[src/rtl/mon_fifo_pkg.sv]
// Shared constants for the monitor FIFO.
// Defaults for width, depth and almost-full margin.
package mon_fifo_pkg;

    localparam int DEF_DATA_WIDTH   = 16;
    localparam int DEF_ADDR_WIDTH   = 5;
    localparam int DEF_AFULL_MARGIN = 4;

endpackage

[src/rtl/mon_fifo_mem.sv]
// Simple dual-port storage for the monitor FIFO.
// One write port, one registered read port, no reset.
module mon_fifo_mem
    import mon_fifo_pkg::*;
#(
    parameter int DATA_WIDTH = DEF_DATA_WIDTH,
    parameter int ADDR_WIDTH = DEF_ADDR_WIDTH
) (
    input  logic                  clk,
    input  logic                  we,
    input  logic [ADDR_WIDTH-1:0] waddr,
    input  logic [DATA_WIDTH-1:0] wdata,
    input  logic                  re,
    input  logic [ADDR_WIDTH-1:0] raddr,
    output logic [DATA_WIDTH-1:0] rdata
);

    logic [DATA_WIDTH-1:0] mem [2**ADDR_WIDTH];

    // Write port
    always_ff @(posedge clk) begin
        if (we) begin
            mem[waddr] <= wdata;
        end
    end

    // Registered read port; holds its word between reads
    always_ff @(posedge clk) begin
        if (re) begin
            rdata <= mem[raddr];
        end
    end

endmodule

[src/rtl/mon_fifo.sv]
// Synchronous FIFO with occupancy flags and sticky overflow.
// Control logic here; storage lives in mon_fifo_mem.
module mon_fifo
    import mon_fifo_pkg::*;
#(
    parameter int DATA_WIDTH  = DEF_DATA_WIDTH,
    parameter int ADDR_WIDTH  = DEF_ADDR_WIDTH,
    parameter int AFULL_LEVEL = (2**ADDR_WIDTH) - DEF_AFULL_MARGIN
) (
    input  logic                  clk,
    input  logic                  rst,
    input  logic                  wr_en,
    input  logic [DATA_WIDTH-1:0] wr_data,
    input  logic                  rd_en,
    output logic [DATA_WIDTH-1:0] rd_data,
    output logic                  rd_valid,
    output logic                  empty,
    output logic                  full,
    output logic                  almost_full,
    output logic [ADDR_WIDTH:0]   count,
    output logic                  overflow,
    input  logic                  clr_overflow
);

    localparam int CW = ADDR_WIDTH + 1;
    localparam logic [CW-1:0] DEPTH_C = CW'(2**ADDR_WIDTH);
    localparam logic [CW-1:0] AFULL_C = CW'(AFULL_LEVEL);

    logic [ADDR_WIDTH-1:0] wr_ptr;
    logic [ADDR_WIDTH-1:0] rd_ptr;
    logic [DATA_WIDTH-1:0] mem_q;
    logic                  seen;
    logic                  rd_acc;
    logic                  wr_acc;

    assign empty       = (count == '0);
    assign full        = (count == DEPTH_C);
    assign almost_full = (count >= AFULL_C);

    assign rd_acc = rd_en && !empty;
    assign wr_acc = wr_en && (!full || rd_acc);

    // mem_q is unreset, so show zero until the first read after reset
    assign rd_data = seen ? mem_q : '0;

    mon_fifo_mem #(
        .DATA_WIDTH (DATA_WIDTH),
        .ADDR_WIDTH (ADDR_WIDTH)
    ) u_mem (
        .clk   (clk),
        .we    (wr_acc && !rst),
        .waddr (wr_ptr),
        .wdata (wr_data),
        .re    (rd_acc && !rst),
        .raddr (rd_ptr),
        .rdata (mem_q)
    );

    // Pointers and occupancy
    always_ff @(posedge clk) begin
        if (rst) begin
            wr_ptr <= '0;
            rd_ptr <= '0;
            count  <= '0;
        end else begin
            if (wr_acc) begin
                wr_ptr <= wr_ptr + 1'b1;
            end
            if (rd_acc) begin
                rd_ptr <= rd_ptr + 1'b1;
            end
            unique case (1'b1)
                wr_acc && !rd_acc: count <= count + 1'b1;
                rd_acc && !wr_acc: count <= count - 1'b1;
                default: ;
            endcase
        end
    end

    // Read qualifier, tracked alongside the registered read port
    always_ff @(posedge clk) begin
        if (rst) begin
            rd_valid <= 1'b0;
            seen     <= 1'b0;
        end else begin
            rd_valid <= rd_acc;
            if (rd_acc) begin
                seen <= 1'b1;
            end
        end
    end

    // Sticky overflow; a dropped write beats a clear
    always_ff @(posedge clk) begin
        if (rst) begin
            overflow <= 1'b0;
        end else if (wr_en && !wr_acc) begin
            overflow <= 1'b1;
        end else if (clr_overflow) begin
            overflow <= 1'b0;
        end
    end

endmodule

[config.mk]
export PLATFORM = sky130hd
export DESIGN_NAME = mon_fifo
export DESIGN_NICKNAME = d
export VERILOG_FILES = /design/src/rtl/mon_fifo_pkg.sv /design/src/rtl/mon_fifo_mem.sv /design/src/rtl/mon_fifo.sv
export SDC_FILE = /design/constraint.sdc
export NUM_CORES = 1
export LEC_CHECK = 0
export CAP_MARGIN = 15
export CORE_ASPECT_RATIO = 0.75
export CORE_UTILIZATION = 60
export DETAILED_ROUTE_END_ITERATION = 6
export HOLD_SLACK_MARGIN = 0.05
export PLACE_DENSITY = 0.85
export SLEW_MARGIN = 20
export SYNTH_ARGS = -nofsm -noshare
export SYNTH_HDL_FRONTEND = slang
export SYNTH_SLANG_ARGS = --single-unit
[constraint.sdc]
create_clock -name clk -period 3.2 [get_ports clk]
set_input_delay 0.32 -clock clk [delete_from_list [all_inputs] [get_ports clk]]
set_output_delay 0.32 -clock clk [all_outputs]
set_load 0.01 [all_outputs]
# == After elaboration in Yosys (flattened, before gate mapping) ==
# Memories as Yosys holds them, arrays and structs flattened. A register that Yosys moved wholly into a read port is not among the register bits.
# Index checks and enable logic that the tools add are counted.
# classes
muxes,6
eq_ne,1
order_cmp,1
n_reduce_logical,16
addsub,4
# ops
op,count
two-way mux 16 bit,1
case mux 6 bit (2 select lines),1
"adder 5 x 1 -> 5 bit, second input constant",2
logical AND 1 bit,7
"adder 6 x 1 -> 6 bit, second input constant",1
"== test 6 bit, second input constant",1
"greater-or-equal comparator 6 x 5 -> 1 bit, second input constant",1
zero test 6 bit,1
"subtractor 6 x 1 -> 6 bit, second input constant",1
zero test 1 bit,5
two-way mux 1 bit,4
nonzero test 2 bit,2
logical OR 1 bit,1
# totals
reg_bits,19
inputBits,21
elab_cells,35
n_memories,1
output_inout_bits,27
ramBits,512
# memory_table
memory,depth,width,read_ports,rd_clocked_by_memory_dff,write_ports,line_no,rtl
u_mem.mem,32,16,1,1,1,mon_fifo_mem.sv:18,logic [DATA_WIDTH-1:0] mem [2**ADDR_WIDTH];

# == Logic depth before layout (Yosys ltp) ==
# Gate-level depths: netlist (run 1).
# depth
word_depth,8
depth_mapped,8
depth_no_buf,8

# == Hierarchy ==
# Synthesis (run 1) repeated with hierarchy kept, for this count alone.
# hier_totals
hier_cells,1289
area_unflattened_um2,21913.5
# modules_own_cells
module,n_inst,area_each_um2,seq_area_each_um2,cells_per_inst
mon_fifo_mem,1,20696.1,15855.2,1143
mon_fifo,1,1217.4,380.4,146

# == Worst setup path after synthesis (run 1) ==
# OpenSTA, ideal clock, no wires.
# synth_timing
path_type,register -> register
from,reg count[4]
to,reg count[5]
setup_time_ns,0.124
required_ns,3.076
path_stages_with_launch,9
path_buffers,0
slack_ns,0.465
t_arrival_ns,2.611
cell_sequence,dfxtp_1 -> inv_1 -> a311oi_1 -> ha_1 -> a211oi_1 -> o21bai_1 -> a21oi_1 -> mux2i_1 -> nand3_1
# synth_via
elab_chain_cells,8
# synth_rtl
element,line_no,rtl
from (decl),mon_fifo.sv:20,"output logic [ADDR_WIDTH:0] count,"
from (signal assigned),mon_fifo.sv:73,wr_acc && !rd_acc: count <= count + 1'b1;
from (signal assigned),mon_fifo.sv:74,rd_acc && !wr_acc: count <= count - 1'b1;
"parallel branches: the longest is 8 deep, another holds subtractor 6 x 1 -> 6 bit",-,
# Parallel ways; which one is timed is not known.
# A chain may end at the register's enable or synchronous reset.

# == Worst setup path after layout (run 1) ==
# layout_timing
from,reg count[0]
to,out full
# layout_via
elab_chain_cells,1
# layout_rtl
element,line_no,rtl
== test 6 bit,mon_fifo.sv:37,assign full = (count == DEPTH_C);
to (decl),mon_fifo.sv:18,"output logic full,"
# No other way between the ends.

==> metrics.txt, run 1 <==
initial antenna violation count 0; sequential-to-total area share from yosys stat 75.67%; maximum VDD drop between 0.4 and 0.5 mV; CTS buffer count 49; crit path launch type register; critical path type reg2out; Top Ports 48; CTS tree built; Multi-input gate area roughly 5000 um2; XOR/XNOR Fraction of Synth Area less than 1%; Die X 220.4 um; DR DRC count 3; Layout area overhead 13.12%; Worst Path Required between 2 and 3 ns; switching share of power approximately 25%; most frequent cells after synthesis edfxtp_1, mux2i_1, mux4_2; Pleak between 0.007 and 0.008 uW; Fin. Hold Viols 0; Die Area 36530 um2; top cell type's share of synthesized area between 70 and 80%; clock skew 0.02071 ns; total negative slack 0 ns; fin crit period between 2 and 3 ns; H-tree depth 2; Crit Path Max Fanout 7; Post-CTS Setup Inserts 0; first-pass GRT wire length 71.38 mm; Fillers between 2000 and 2500; ys flop type edfxtp_1; total gr overflow 0; final setup fails 0; GRT Util Overall between 20% and 30%; CTS max path bufs 3; setup ws final 0.2711 ns; Nets roughly 1300; DR iter-0 viols about 1500; largest family of logic cells by synthesized area multiplexers; DR WL/cell 27.69 um; port bufs 47; Comb pwr share between 10% and 20%; Vias/cell roughly 6.6; top cells by area, synth edfxtp_1, mux2i_1, mux4_2; syn nets around 1200; Die H about 170 um; DR vias ~11000; #FFs+latches synth ~550; layout cell share with drive strength beyond 1 about 17%; fraction of registers with async set/reset 0%; Hold Path Class in2reg; outcome finished with violations; # hold bufs at CTS 0; Post-Synth Adder-Cell Area less than 1%; proportion of synthesized area in mux cells approximately 15%; First-pass DRT Iterations 7; routed wire length around 47 mm; simple-gate area share of the yosys netlist 3.254%; power per cell area ~700 nW/um2; failing checks design-rule violations; Final Instance Area roughly 24000 um2; mean area per synthesized cell 19.00 um2; CP endpoint kind output port; # clock sinks between 500 and 600; largest net degree at the start of global routing 73; Post-DP Area about 23000 um2; core area around 35000 um2; post-synthesis cell type count 46; Synth Area in Compound Gates slightly above 4%; fin. max-slew vios 0; clk_lat worst skew just under 0.6 ns; post-cts resize count 0; number of synthesized flops with an enable pin ~530; Mapped Area 21460 um2; number of global-route vias before repair 11395; DP HPWL around 26 mm; slew at the pin closest to its max-slew limit between 1 and 1.5 ns; CTS clk-pin slew, worst paths 0.06 ns; Clk pwr share between 30% and 40%; switching pwr ~4300 uW; Placer Congestion around 0.85; RSZ-0062 raised after global routing no; synth warn 0; Max-Cap Viols 0; number of antenna diodes 0; Synth area leader edfxtp_1; P_int ~13000 uW; most instantiated library cell after synthesis edfxtp_1; Root Buffer clkbuf_16; initial core utilization 61.45%; final period utilization between 90 and 100%; setup slack at placement about 0.32 ns; Slew Limit Headroom between 20% and 30%; Seq pwr share 48.5%; # rows 59; Peak Freq ~340 MHz; Synth Instances around 1100; Antenna Nets Post-Route 0; register area around 16000 um2; Data arrival, critical path approximately 2.6 ns
layout make-up:
type | instances | area share, %
Clock buffer | 68 | 5.686
Multi-Input combinational cell | 514 | 20.31
Timing Repair Buffer | 101 | 3.722
Inverter | 6 | 0.09280
Tap cell | 457 | 2.356
Clock inverter | 22 | 0.8970
Sequential cell | 547 | 66.93
registers in the layout (all words and copies together) (netlist names):
| register | flops |
|---|---|
| count | 6 |
| u_mem.mem | 512 |
| rd_valid | 1 |
| u_mem.rdata | 16 |
| rd_ptr | 5 |
| wr_ptr | 5 |
| overflow | 1 |
| seen | 1 |
per-layer routing:
layer  up-vias  global-route usage, %  share of wire, %
met4         0                  8.816               3.0
li1       4744                      -                 -
met1      5745                  40.02                40
met5         -                      0                 0
met3       100                  3.755               9.6
met2       699                  40.82                47
placed cells by master (no fill, tap or decap), types with 3 or more instances in the layout:
master,synthesis,layout
edfxtp_1,528,528
mux2i_1,167,167
mux4_2,64,64
nor2_1,53,52
clkbuf_16,0,51
buf_4,3,49
clkdlybuf4s50_1,0,40
nand2_1,25,25
a22oi_1,24,24
a22o_1,24,24
a21oi_1,22,22
and2_1,17,17
a31oi_1,17,17
o221ai_1,16,16
dfxtp_1,19,16
nor3_1,16,15
clkinv_2,0,14
clkbuf_1,25,13
ha_1,9,9
nand3_1,7,7
buf_2,28,7
inv_1,6,6
xor2_1,6,6
buf_12,0,5
nand2b_1,4,4
and3_1,4,4
xnor2_1,4,4
o21ai_0,4,4
clkbuf_8,0,4
bufinv_16,0,4
or3_1,3,3
power groups by stage:
stage	sequential (uW)	clock (uW)	combinational [uW]
final	8210	5920	2800
after global routing	8220	6230	2970
after CTS	8210	5970	2800
after detailed placement	8360	0	2750
after global placement	8350	0	2670
after floorplan	8280	0	1870
final timing paths:
check	startpoint	end	slack, ns	cells after the start
setup / recovery	count[0]	full	0.27	4
hold / removal	wr_data[0]	u_mem.mem[22][0]	0.29	1
setup reg to reg	count[0]	count[5]	0.35	9
hold reg to reg	overflow	overflow	0.49	2
per-stage QoR:
stage / util [%] / instances / total power [uW] / hold slack (ns)
after floorplan: - / 1129 / 10140 / 0.4189
after global placement: 65.03 / 1625 / 11020 / 0.4650
after detailed placement: 65.03 / 1625 / 11110 / 0.4827
after CTS: 69.61 / 1715 / 16980 / 0.3966
after global routing: 69.51 / 1715 / 17420 / 0.3006
final: 69.51 / 1715 / 16920 / 0.2944
critical path, cell delays in order (launching register included):
cell	delay, ns
dfxtp_1	0.39
nor4_1	0.63
nand3_1	0.32
inv_1	0.15
clkdlybuf4s50_1	0.54
kinds of logic (layout without fill, tap and decap cells):
logic type	after synthesis	after routing
xor+xnor	10	10
compound gates	118	118
mux	231	231
fa+ha+maj	10	10
flops	547	547
simple gates	145	145
buf+inv	68	197
(Power assumes the default switching activity.)
==> run 2: changes to the inputs <==
MAX_ROUTING_LAYER = met4   (was not set)
PLACE_DENSITY = 0.76   (was 0.85)
==> metrics.txt, run 2 (synthesis gave the netlist of run 1 again) <==
CTS max path bufs 3; critical path type reg2out; final hold slack between 0.3 and 0.4 ns; Cell Chain, Critical Path or4_4 > nor3_1 > clkdlybuf4s50_1; most frequent cells in the layout edfxtp_1, mux2i_1, mux4_2, buf_4, clkbuf_16; Multi-input gate area between 4000 and 5000 um2; CTS tree built; power per cell area between 600 and 700 nW/um2; Slew Limit Headroom 28.30%; Crit Path Max Fanout 7; final period utilization between 80% and 90%; crit path launch type register; Die Area between 30000 and 40000 um2; Peak Freq 352.5 MHz; routed wire length 45.66 mm; Die H around 170 um; number of antenna diodes 0; total negative slack 0 ns; DR iter-0 viols 1273; Placed Cells between 1500 and 2000; CP max stage delay about 0.62 ns; register area roughly 16000 um2; port bufs 47; total gr overflow 0; Final Non-Filler Cells between 1500 and 2000; Data arrival, critical path 2.52 ns; DR vias 11091; # rows just under 60; Nets 1269; Top Ports 48; fin. max-slew vios 0; initial antenna violation count 0; DR DRC count 0; Die X ~220 um; biggest regs u_mem.mem (512), u_mem.rdata (16), count (6); Max-Cap Viols 0; CTS buffer count 50; RSZ-0062 raised after global routing no; clock skew 0.03359 ns; Layout area overhead 14.24%; core area about 35000 um2; H-tree depth 2; Fin. Hold Viols 0; Antenna Nets Post-Route 0; layout cell share with drive strength beyond 1 between 10% and 20%; buffers and inverters on the worst path 1; max FFs per register between 500 and 600; initial core utilization 61.45%; Worst Path Required ~2.9 ns; number of global-route vias before repair roughly 11000; CP endpoint kind output port; CTS clk-pin slew, worst paths around 0.060 ns; post-cts resize count 0; Fillers around 2100; # hold bufs at CTS 0; DP HPWL about 27 mm; First-pass DRT Iterations 5; Root Buffer clkbuf_16; CP top delay family simple AND/OR/NAND/NOR gates; register bank with the most flops u_mem.mem; DR WL/cell between 20 and 30 um; fin crit period 2.837 ns; final design utilization ~70%; clk_lat worst skew a little under 0.6 ns; most common cell after layout, fill and taps aside edfxtp_1; Hold Path Class in2reg; Placer Congestion slightly above 0.8; GRT Util Overall between 20% and 30%; # clock sinks around 550; Post-CTS Setup Inserts 0; Vias/cell ~6.4; maximum VDD drop roughly 0.63 mV; crit path max-delay cell type clkdlybuf4s50_1; largest net degree at the start of global routing 47; first-pass GRT wire length 68.97 mm; final setup fails 0; Pleak 0.007606 uW; outcome finished clean; slew at the pin closest to its max-slew limit 1.072 ns
## run 2: changes by cell type in the layout (fill, tap and decap cells not counted)
cell             change
clkinv_1             +5
clkinv_4             +2
buf_2                -7
buf_12               +4
buf_4               +14
clkbuf_1             +2
bufinv_16            -1
nor2_1               -8
clkinv_2             -6
inv_8                -1
nor2_2               +8
clkdlybuf4s50_1      +7
clkbuf_8             +2
## run 2: where the power goes
group | total, uW | switching (uW) | internal [uW]
combinational | 2820 | 1490 | 1340
clock | 5790 | 2480 | 3310
sequential | 8250 | 214 | 8040
total | 16900 | 4180 | 12700
## run 2: area by class of cell
cell class                      count  area share, %
Clock buffer                       72          5.774
Clock inverter                     21         0.7453
Inverter                            6        0.09189
Multi-Input combinational cell    514          20.19
Sequential cell                   547          66.28
Tap cell                          457          2.333
Timing Repair Buffer              119          4.584
## run 2: worst paths after layout
check,start,endpoint,slack [ns],cells after the start
min,clr_overflow,overflow,0.38,3
max,count[0],empty,0.36,3
min reg2reg,overflow,overflow,0.48,2
max reg2reg,count[0],count[5],0.52,9
## run 2: routing by layer
layer	vias up	GRT usage, %	share of wire, %
met5	-	-	0
met4	0	6.507	1.8
met3	59	4.487	8.7
met2	542	38.69	46
met1	5698	40.29	43
li1	4792	-	-
## run 2: worst register-to-register path: stages, from the launching register on
cell and delay, ns:
dfxtp_1 0.39, nor4_1 0.53, a311oi_1 0.19, buf_4 0.20
ha_1 0.31, a211oi_1 0.25, o21bai_1 0.11, a21oi_1 0.27
mux2i_1 0.22, nand3_1 0.09
## run 2: through the flow
stage	area [um2]	power [uW]	setup slack [ns]
floorplan	21460	10140	0.4650
global placement	22910	11170	0.5732
CTS	24510	16950	0.3435
detailed placement	22910	11210	0.4567
finish	24510	16870	0.3631
global route	24510	17430	0.2336
==> run 3: changes to the inputs <==
CAP_MARGIN = 20   (was 15)
CORE_UTILIZATION = 55   (was 60)
PLACE_DENSITY = 0.71   (was 0.76)
RECOVER_POWER = 25   (was not set)
==> metrics.txt, run 3 (synthesis gave the netlist of run 1 again) <==
core area 38320 um2; min-delay src clr_overflow; DR DRC count 0; WHS Endpoint overflow; Vias/cell 5.994; most common cell after layout, fill and taps aside edfxtp_1; switching pwr about 4200 uW; Placer Congestion between 0.7 and 0.8; met1 WL roughly 20 mm; Slew Limit Headroom -0.8482%; CP max stage delay 0.64 ns; crit path max-delay cell type clkdlybuf4s50_1; Pleak around 0.0075 uW; failing checks max-capacitance violations, max-slew violations; Antenna Nets Post-Route 0; Max-Cap Viols 1; max FFs per register 512; outcome finished with violations; total negative slack 0 ns; RSZ-0062 raised after global routing no; clk_lat worst skew 0.57 ns; worst r2r src count[0]; Layout area overhead 13.67%; Detail Route met2 WL 19.86 mm; Top Ports 48; # hold bufs at CTS 0; Nets approximately 1300; Cell Chain, Critical Path or4_4 > nor3_1 > clkdlybuf4s50_1; CTS tree built; Crit Path Max Fanout 7; clock skew 0.01066 ns; power per cell area roughly 690 nW/um2; crit path launch type register; Post-CTS Setup Inserts 0; initial antenna violation count 0; total gr overflow 0; # rows 62; Data arrival, critical path 2.58 ns; Seq pwr share around half; Comb pwr share ~16%; final setup fails 0; Reg2Reg Depth 9; DR iter-0 viols 999; biggest regs u_mem.mem (512), u_mem.rdata (16), count (6); CTS buffer count 50; Peak Freq 345.1 MHz; slew at the pin closest to its max-slew limit 1.513 ns; routed wire length between 40 and 50 mm; FF-to-FF End count[5]; CTS clk-pin slew, worst paths 0.06 ns; fin. max-slew vios 33; Die H between 150 and 200 um; hold path depth 3; final hold slack 0.3946 ns; Die X 230.1 um; post-cts resize count 0; flop-to-flop setup slack 0.48 ns; Fin. Hold Viols 0; final period utilization around nine tenths; initial core utilization a little under three fifths; Hold Path Class in2reg; DP HPWL around 26 mm; DR vias about 11000; register bank with the most flops u_mem.mem; GRT Util Overall a little under a quarter; H-tree depth 2; DR top layer met4; first-pass GRT wire length between 60 and 70 mm; DR WL/cell ~24 um; Root Buffer clkbuf_16; maximum VDD drop 0.4834 mV; most frequent cells in the layout edfxtp_1, mux2i_1, mux4_2, clkbuf_16, buf_4; met3 routed WL roughly 2.5 mm; Clk pwr share 34.9%; Worst Path Required about 2.9 ns; switching share of power approximately a quarter; number of global-route vias before repair roughly 11000; CP endpoint kind output port; First-pass DRT Iterations 5; P_int around 13000 uW; # clock sinks between 500 and 600; critical path type reg2out; number of antenna diodes 0; port bufs between 40 and 50; largest net degree at the start of global routing 46; fin crit period approximately 2.9 ns; Die Area around 40000 um2; layout cell share with drive strength beyond 1 16.71%; CTS max path bufs 3
## run 3: cell types whose count changed in the layout (fill, tap and decap cells not counted), moves of 5 or more
cell	delta
buf_4	-13
clkdlybuf4s50_1	-12
dlygate4sd3_1	+8
clkinv_1	+6
buf_12	-5
clkbuf_8	-5
## run 3: layer usage
metal  GRT usage [%]  vias up
met3           3.463       72
met2           33.46      350
met4           5.822        0
li1                -     4777
met5               -        -
met1           34.20     5477
## run 3: per-stage QoR
| step | total power (uW) | utilization (%) | cells | area (um2) | worst slack, ns |
|---|---|---|---|---|---|
| 2_1_floorplan | 10140 | - | 1129 | 21460 | 0.4650 |
| 5_1_grt | 17430 | 63.64 | 1781 | 24390 | 0.1890 |
| 6_report | 16840 | 63.64 | 1781 | 24390 | 0.3020 |
| 3_5_place_dp | 11130 | 59.59 | 1688 | 22840 | 0.5064 |
| 4_1_cts | 16960 | 63.78 | 1781 | 24440 | 0.2868 |
| 3_3_place_gp | 11090 | 59.59 | 1688 | 22840 | 0.5867 |
## run 3: power groups by stage
stage / registers [uW] / logic [uW] / clock network [uW]
after floorplan: 8280 / 1870 / 0
after global placement: 8340 / 2750 / 0
after detailed placement: 8350 / 2790 / 0
after CTS: 8190 / 2800 / 5960
after global routing: 8210 / 2980 / 6230
final: 8200 / 2760 / 5880
## run 3: area by class of cell
class | instances | area (um2)
flip-flops and latches | 547 | 16240
fillers | 2636 | 13930
multi-input cells | 514 | 4942
clock buffers | 59 | 1316
repair buffers | 109 | 930.9
well taps | 512 | 640.6
clock inverters | 34 | 291.5
inverters | 6 | 22.52
## run 3: worst max path at each step
stage | endpoint | from
2_1_floorplan | count[5] | count[4]
3_3_place_gp | count[5] | rd_en
3_5_place_dp | count[5] | rd_en
4_1_cts | empty | count[0]
5_1_grt | empty | count[0]
6_report | empty | count[0]
## run 3: critical path, delay by kind of cell, from the launching register on
| family | cells | cell delay, ns |
|---|---|---|
| simple gates | 2 | 0.98 |
| flops | 1 | 0.39 |
| buf+inv | 1 | 0.64 |
==> RTL change, RTL diff (config.mk and constraints of run 1) <==
Set the package constant `DEF_DATA_WIDTH` to 14 (it was 16).
--- a/src/rtl/mon_fifo_pkg.sv
+++ b/src/rtl/mon_fifo_pkg.sv
@@ -4,3 +4,3 @@
 
-    localparam int DEF_DATA_WIDTH   = 16;
+    localparam int DEF_DATA_WIDTH   = 14;
     localparam int DEF_ADDR_WIDTH   = 5;
Interface: changed (resized rd_data and wr_data); port bits go from 48 to 44. The function was not compared with the original's and may differ.
==> RTL change against run 1 <==
- worst setup slack better by 0.0021 ns
- area after synthesis down 12%
- sequential share of layout area down 0.99 points
- via count down 11%
- design area down 11%
- total power down 11%
- wire length down 11%
- sequential cell count down 66
- combinational power down 8.6%
- synthesized cell count down 11%
- critical path type unchanged
- largest cell class unchanged
- largest power group unchanged
==> RTL change: results <==
{
  "slew_headroom": 0.427,
  "antenna_found_initial": 1,
  "clock_area_frac": 0.0672,
  "grt_pass1_wl_um": 62400,
  "dp_hpwl_um": 24700,
  "synth_area_leaders": "edfxtp_1 73%, mux2i_1 7.8%, mux4_2 6.7%",
  "synth_area_per_cell_um2": 18.8,
  "yosysSeqAreaShare": 0.752,
  "nets": 1135,
  "signal_buffers": 105,
  "postLayoutCoreUtil": 0.706,
  "inv_count": 6,
  "nClkBuffers": 59,
  "synth_cell_types": 45,
  "final-instance-count-excl-fill": 1539,
  "finClkSkew_ns": 0.0195,
  "cts_made_buffers": 44,
  "synth_xor_area_frac": 0.00462,
  "h-tree-depth": 2,
  "power.leakage_nw": 6.74,
  "cts_sinks": 481,
  "multi_input_gates": 468,
  "worstSkewPairLatency_ns": 0.56,
  "synth_mux_area_frac": 0.144,
  "core-area_mm2": 0.0306,
  "grtUsageMet1": 0.393,
  "top_regs": "u_mem.mem x448, u_mem.rdata x14, count x6",
  "placed_area_mm2": 0.0202,
  "pre_cts_ws_ns": 0.181,
  "synth_edf_count": 462,
  "layout.nonclk_buf_frac": 0.0437,
  "outcome": "completed",
  "num_antenna_cells": 0,
  "synth_common_cells": "462 x edfxtp_1, 147 x mux2i_1, 56 x mux4_2, 52 x nor2_1, 32 x buf_2",
  "cts_buffer_depth": 3,
  "grt_pass1_vias": 9970,
  "postCtsSetupBuffers": 0,
  "drive_above_1_share": 0.179,
  "synth_fp_nets": 1037,
  "grt_max_degree": 59,
  "wl_per_cell_um": 27.4,
  "port_buffers": 43,
  "fill_cells": 1743,
  "viasPerCell": 6.53,
  "grt_use_met3": 0.0519,
  "ir_drop_mv": 0.404,
  "synth_compound_area_frac": 0.0420,
  "grt_usage": 0.267,
  "yosys.area_share.adder": 0.00700,
  "drt-initial-drc-count": 1127,
  "grt_use_met2": 0.413,
  "multi_input_area_share": 0.206,
  "seq_share": 0.659,
  "first_pass_iters": 6,
  "power.internal_mw": 11.3,
  "gp_congestion": 0.943
}
-- RTL change: path summary, 6_finish.rpt --
check	slack, ns	endpoint	cells past startpoint	from
worst max register to register	0.56	u_mem.mem[0][4]	7	count[0]
worst min register to register	0.47	overflow	2	overflow
worst max-delay path	0.27	empty	3	count[0]
worst min-delay path	0.42	overflow	3	clr_overflow
-- RTL change: metal layers --
metal / part of all wire / up-vias
met5: 0 / -
met4: 0.023 / 0
met3: 0.11 / 73
met2: 0.46 / 628
met1: 0.41 / 5095
li1: - / 4254
-- RTL change: worst max-delay path: stages, from the launching register on --
cell             delay [ns]
dfxtp_1                0.39
or4_4                  0.61
nor3_1                 0.42
clkdlybuf4s50_1        0.64
-- RTL change: power by group through the flow --
stage	clock network, mW	logic, mW	registers, mW
after global routing	5.57	2.73	7.25
after global placement	0	2.47	7.35
after floorplan	0	1.69	7.29
after CTS	5.33	2.56	7.23
final	5.29	2.56	7.23
after detailed placement	0	2.53	7.36
